==> src/rtl/pc_gen.sv <==
// pc_gen: parametrised fetch-stage program counter with halt/resume FSM and optional return-address stack.
//   Optional RAS is built only when PC_GEN_RAS_EN is defined.
//   i_clk, i_reset_n         : clock, async active-low reset
//   i_jump, i_jump_addr      : redirect request and target
//   i_call, i_ret            : call (qualifies i_jump, pushes return address), return (pops RAS)
//   i_stall, i_halt, i_resume: hold this cycle, enter halted, leave halted
//   o_pc, o_pc_next          : current fetch PC and PC + INSTR_BYTES
//   o_halted                 : halted state
//   o_ras_empty/full         : RAS occupancy status
//   o_ras_overflow/miss      : one-cycle pulses for push-while-full and ret-while-empty
module pc_gen #(
    parameter int              PC_W         = 32,
    parameter logic [PC_W-1:0] RESET_VECTOR = '0,
    parameter int              INSTR_BYTES  = 4,
    parameter int              RAS_DEPTH    = 4
) (
    input  logic            i_clk,
    input  logic            i_reset_n,
    input  logic            i_jump,
    input  logic [PC_W-1:0] i_jump_addr,
    input  logic            i_call,
    input  logic            i_ret,
    input  logic            i_stall,
    input  logic            i_halt,
    input  logic            i_resume,
    output logic [PC_W-1:0] o_pc,
    output logic [PC_W-1:0] o_pc_next,
    output logic            o_halted,
    output logic            o_ras_empty,
    output logic            o_ras_full,
    output logic            o_ras_overflow,
    output logic            o_ras_miss
);
    localparam logic [PC_W-1:0] STEP       = PC_W'(INSTR_BYTES);
    localparam logic [PC_W-1:0] ALIGN_MASK = ~(STEP - PC_W'(1));
    typedef enum logic {RUN, HALTED} state_t;
    state_t state, state_nxt;
    logic active;
    logic [PC_W-1:0] pc_d;
    always_ff @(posedge i_clk or negedge i_reset_n)
        if (!i_reset_n) state <= RUN;
        else state <= state_nxt;
    always_comb begin
        state_nxt = state;
        if (state == RUN && i_halt) state_nxt = HALTED;
        else if (state == HALTED && i_resume && !i_halt) state_nxt = RUN;
    end
    assign o_halted = state == HALTED;
    // halt takes effect on the very edge that samples it
    assign active = state == RUN && !i_halt && !i_stall;
    always_ff @(posedge i_clk or negedge i_reset_n)
        if (!i_reset_n) begin
            o_pc      <= RESET_VECTOR;
            o_pc_next <= RESET_VECTOR + STEP;
        end else if (active) begin
            o_pc      <= pc_d;
            o_pc_next <= pc_d + STEP;
        end
`ifdef PC_GEN_RAS_EN
    localparam int SP_W = $clog2(RAS_DEPTH);
    logic [PC_W-1:0] ras [RAS_DEPTH];
    logic [SP_W-1:0] sp, top_idx;
    logic [SP_W:0] cnt;
    logic do_push, do_pop, miss;
    assign o_ras_empty = cnt == '0;
    assign o_ras_full  = cnt == (SP_W+1)'(RAS_DEPTH);
    assign top_idx     = sp - SP_W'(1);
    assign do_pop      = i_ret && !o_ras_empty;
    assign miss        = i_ret && o_ras_empty;
    // a ret always wins over a call, even when the ret misses
    assign do_push     = !i_ret && i_jump && i_call;
    assign pc_d = do_pop ? ras[top_idx] & ALIGN_MASK : i_jump ? i_jump_addr & ALIGN_MASK : o_pc_next;
    // sp is the next write slot; when full it points at the oldest entry, so a push overwrites it
    always_ff @(posedge i_clk)
        if (active && do_push) ras[sp] <= o_pc_next;
    always_ff @(posedge i_clk or negedge i_reset_n)
        if (!i_reset_n) begin
            sp             <= '0;
            cnt            <= '0;
            o_ras_overflow <= 1'b0;
            o_ras_miss     <= 1'b0;
        end else begin
            o_ras_overflow <= active && do_push && o_ras_full;
            o_ras_miss     <= active && miss;
            if (active && do_push) begin
                sp  <= sp + SP_W'(1);
                cnt <= o_ras_full ? cnt : cnt + (SP_W+1)'(1);
            end else if (active && do_pop) begin
                sp  <= top_idx;
                cnt <= cnt - (SP_W+1)'(1);
            end
        end
`else
    logic unused_ras;
    assign unused_ras     = ^{i_call, i_ret};
    assign pc_d           = i_jump ? i_jump_addr & ALIGN_MASK : o_pc_next;
    assign o_ras_empty    = 1'b1;
    assign o_ras_full     = 1'b0;
    assign o_ras_overflow = 1'b0;
    assign o_ras_miss     = 1'b0;
`endif
endmodule
==> config.mk <==
export PLATFORM = sky130hd
export DESIGN_NAME = pc_gen
export DESIGN_NICKNAME = d
export VERILOG_FILES = /design/src/rtl/pc_gen.sv
export SDC_FILE = /design/constraint.sdc
export NUM_CORES = 1
export LEC_CHECK = 0
export ABC_AREA = 1
export BUFFER_PORTS_ARGS = -buffer_cell sky130_fd_sc_hd__buf_2
export CORE_MARGIN = 5
export CORE_UTILIZATION = 51
export CTS_CLUSTER_DIAMETER = 60
export CTS_CLUSTER_SIZE = 14
export DETAILED_ROUTE_END_ITERATION = 10
export PLACE_DENSITY = 0.89
export SYNTH_ARGS = -nofsm -noshare
export SYNTH_HDL_FRONTEND = slang
export SYNTH_SLANG_ARGS = --single-unit
==> constraint.sdc <==
create_clock -name i_clk -period 3.9 [get_ports i_clk]
set_clock_uncertainty 0.15 [all_clocks]
set_input_delay 0.585 -clock i_clk [delete_from_list [all_inputs] [get_ports i_clk]]
set_output_delay 0.585 -clock i_clk [all_outputs]
set_load 0.02 [all_outputs]
# [Word-level counts from Yosys, hierarchy flattened]
# Index checks and enable logic that the tools add are counted.
[totals] word_cells=16 reg_bits=65 inputBits=40
[op_classes] addsub=1 bitwise_logic=1 mux=3 reduce_logical=8
[ops] operator="$add A32 B3 Y32 const B" n=1
[ops] operator="$mux W32" n=1
[ops] operator="$logic_and A1 B1 Y1" n=5
[ops] operator="$logic_not A1 Y1" n=2
[ops] operator="$mux W1" n=2
[ops] operator="$reduce_bool A2 Y1" n=1
[ops] operator="$not A1 Y1" n=1

# [Logic depth before layout (Yosys ltp)]
[depth] word_depth=4 ltp_mapped=12 mapped_depth_nobuf=11

# [Least setup slack after synthesis]
# No wires, ideal clock.
[synth_timing] path_type="flip-flop to flip-flop" start="register o_pc_next[2]" end="register o_pc_next[24]" required_ns=3.626 path_slack_ns=1.951 n_path_buf=0 arrival_ns=1.675 path_stages_with_launch=11 path_cell_list="dfstp_2 inv_1 o21ai_1 ha_1 nand2_2 nor2_4 nand2_1 nor2_2 nand2_1 nand2_1 nand3_1"
[synth_between] elab_chain_cells=2
[synth_rtl] element="from (decl)" line_no="27" text="output logic [PC_W-1:0] o_pc_next,"
[synth_rtl] element="from (signal assigned)" line_no="54" text="o_pc_next <= RESET_VECTOR + STEP;"
[synth_rtl] element="from (signal assigned)" line_no="57" text="o_pc_next <= pc_d + STEP;"
[synth_rtl] element="$mux W32" line_no="96" text="assign pc_d = i_jump ? i_jump_addr & ALIGN_MASK : o_pc_next;"
[synth_rtl] element="net pc_d[2]" line_no="39" text="logic [PC_W-1:0] pc_d;"
[synth_rtl] element="$add A32 B3 Y32" line_no="57"
# The timed path passes the listed nets, and every way through them passes these cells.
# A chain may end at the register's enable or synchronous reset.

# [Worst setup path in the final report]
[layout_timing] start="input i_jump" end="register o_pc_next[24]"
[layout_between] elab_chain_cells=2
[layout_rtl] element="from (decl)" line_no="19" text="input logic i_jump,"
[layout_rtl] element="$mux W32" line_no="96"
[layout_rtl] element="net pc_d[3]" line_no="39"
[layout_rtl] element="$add A32 B3 Y32" line_no="57"
# The timed path passes the listed nets, and every way through them passes these cells.

==> flow_summary_export.csv <==
group,metric,value,unit
synth,yosys_warnings,0,
timing,period_minus_slack,2.69,ns
timing,worst_pin_slew,1.18,ns
placed_design,gp_congestion,0.883,
clock_network,clock_sinks,61,
min_path,hp-class,"input port to flop",
timing,setup_viol,0,
cells_and_area,layout_commonest_cell,"nand2_1",
drt,vias,3734,
synth,synth.ff_latch_count,61,
global_route,grt_pass1_wl,16.3,mm
run,cap_violations,0,
die,rows,30,
timing,max_slew_margin,0.210,
clock_network,cts_max_level,3,
cells_and_area,syn_to_final_growth,19.9,%
clock_network,clk_latency,0.34,ns
die,die_area,8900,um2
run_status,status,"completed",
drt,routed_wl,9.90,mm
clock_network,root_buffer,"clkbuf_8",
clock_network,clk_pin_slew,0.07,ns
global_route,grt_pass1_vias,3528,
synth,syn_avg_cell_area,7.06,um2
timing,setup_ws,1.21,ns
cells_and_area,diodes,0,
min_path,min_path_cells,2,
synth,synth_cell_types,30,
cells_and_area,fillers,592,
clock_network,cts_hold_buffers,0,
placed_design,io_buffers,96,
critical_path,crit_required,3.96,ns
cells_and_area,drive_gt1_frac,0.276,
timing,holdWs,0.284,ns
global_route,gr-total-overflow,0,
drt,first_iter_violations,254,
critical_path,path_class,"input port to flop",
clock_network,cts_buffers,9,
drt,wl_per_cell,14.0,um
drt,drc,0,
power,ir_drop,0.263,mV
timing,fin_tns_setup,0,ns
timing,maxClockFrequency,371,MHz
critical_path,reg2reg_depth,10,
critical_path,critPathMaxFanout,32,
clock_network,cts_resized,0,
timing,rsz0062_at_grt,"no",
global_route,antenna_found_initial,0,
timing,maxSlewViolCount,0,
die,core,6870,um2
critical_path,cp-start-kind,"input port",
drt,via_per_inst,5.30,
critical_path,critPathArrivalTime,2.76,ns
critical_path,endpoint_kind,"flop",
timing,hold_viol,0,
die,ioPinCount,109,
drt,firstDrtPassIters,5,
clock_network,cts_setup_buffers,0,
power,p_per_area,511,nW/um2
die,start_util,0.528,
die,die_w,94.4,um
die,die_h,94.4,um
placed_design,hpwl,7.23,mm
cells_and_area,final_cell_mix,"187 x nand2_1, 96 x buf_2, 85 x nor2_1",
drt,postRouteAntennaNets,0,
clock_network,clk_path_buf_depth,2,
power,p_leak,2.20,nW
cells_and_area,nets,645,
global_route,grt_max_degree,76,
synth,syn-cell-area,3630,um2
synth,yosysSeqAreaShare,0.421,
timing,min_period_over_period,0.690,
synth,syn_inst,514,
global_route,grt_usage,0.231,
clock_network,cts_tree,"yes",
placed_design,dp_slack,0.875,ns
## path summary, 6_finish.rpt
| check | to | from | slack (ns) |
|---|---|---|---|
| max | o_pc_next[24] | i_jump | 1.21 |
| min | o_halted | i_resume | 0.28 |
| max reg2reg | o_pc_next[24] | o_pc_next[2] | 1.74 |
| min reg2reg | o_pc[11] | o_pc[11] | 0.33 |
| max in group asynchronous | o_pc_next[12] | i_reset_n | 2.47 |
| min in group asynchronous | o_pc[5] | i_reset_n | 0.31 |
## flip-flops by register name, summed over array words and instances (netlist names)
register	flops
o_pc	30
o_pc_next	30
o_halted	1
## area by class of cell
type	count	area [um2]	share of cell area
inverters	18	67.6	0.0155
multi-input cells	415	1890	0.435
well taps	96	120	0.0276
clock inverters	4	95.1	0.0218
flip-flops and latches	61	1530	0.351
repair buffers	99	503	0.116
clock buffers	12	145	0.0333
## worst max-delay path: stages
cell and delay (ns):
buf_2 0.34, inv_2 0.53, nand2_1 0.17, nand2_2 0.11, ha_1 0.18, nand2_2 0.09
nor2_4 0.17, nand2_1 0.13, nor2_2 0.22, nand2_1 0.08, nand2_1 0.07, nand3_1 0.07
## power by group
| part | internal [W] | switching, W | total, W |
|---|---|---|---|
| registers | 0.000772 | 0.0000912 | 0.000863 |
| logic | 0.000217 | 0.000455 | 0.000672 |
| clock network | 0.000442 | 0.000250 | 0.000692 |
## kinds of logic after synthesis
family / count (synthesis) / synth area share
AOI/OAI and AO/OA: 37 / 0.0589
buffers and inverters: 44 / 0.0651
and+or+nand+nor: 369 / 0.449
other: 2 / 0.00207
DFF: 61 / 0.421
adders and majority gates: 1 / 0.00345
## through the flow
stage	instance area, um2	cells	total power (W)	utilization
3_5_place_dp	4110	689	0.00155	0.599
6_report	4350	705	0.00223	0.634
4_1_cts	4350	705	0.00224	0.634
2_1_floorplan	3650	520	0.00131	-
5_1_grt	4350	705	0.00235	0.634
3_3_place_gp	4110	689	0.00152	0.599
## metal layers
layer,wire length [um],up-vias,GRT usage
li1,-,1795,-
met1,3970,1751,0.295
met2,4830,166,0.381
met3,863,22,0.0502
met4,227,0,0.0963
met5,0,-,0
## synth_stat cells (all sizes together)
library cell | number | area share
dfrtp | 60 | 0.41
o21bai | 2 | 0.0041
dfstp | 1 | 0.0072
nand3 | 43 | 0.059
inv | 18 | 0.019
a31oi | 2 | 0.0034
a21oi | 17 | 0.023
o21a | 2 | 0.0041
clkbuf | 11 | 0.011
nor3 | 1 | 0.0028
ha | 1 | 0.0034
conb | 2 | 0.0021
and2 | 2 | 0.0034
nor2 | 107 | 0.14
o221ai | 1 | 0.0024
nand2 | 214 | 0.24
o21ai | 8 | 0.011
o211ai | 5 | 0.010
buf | 15 | 0.035
nand4 | 2 | 0.0034
Note: power is estimated with default switching activity, not from simulation.
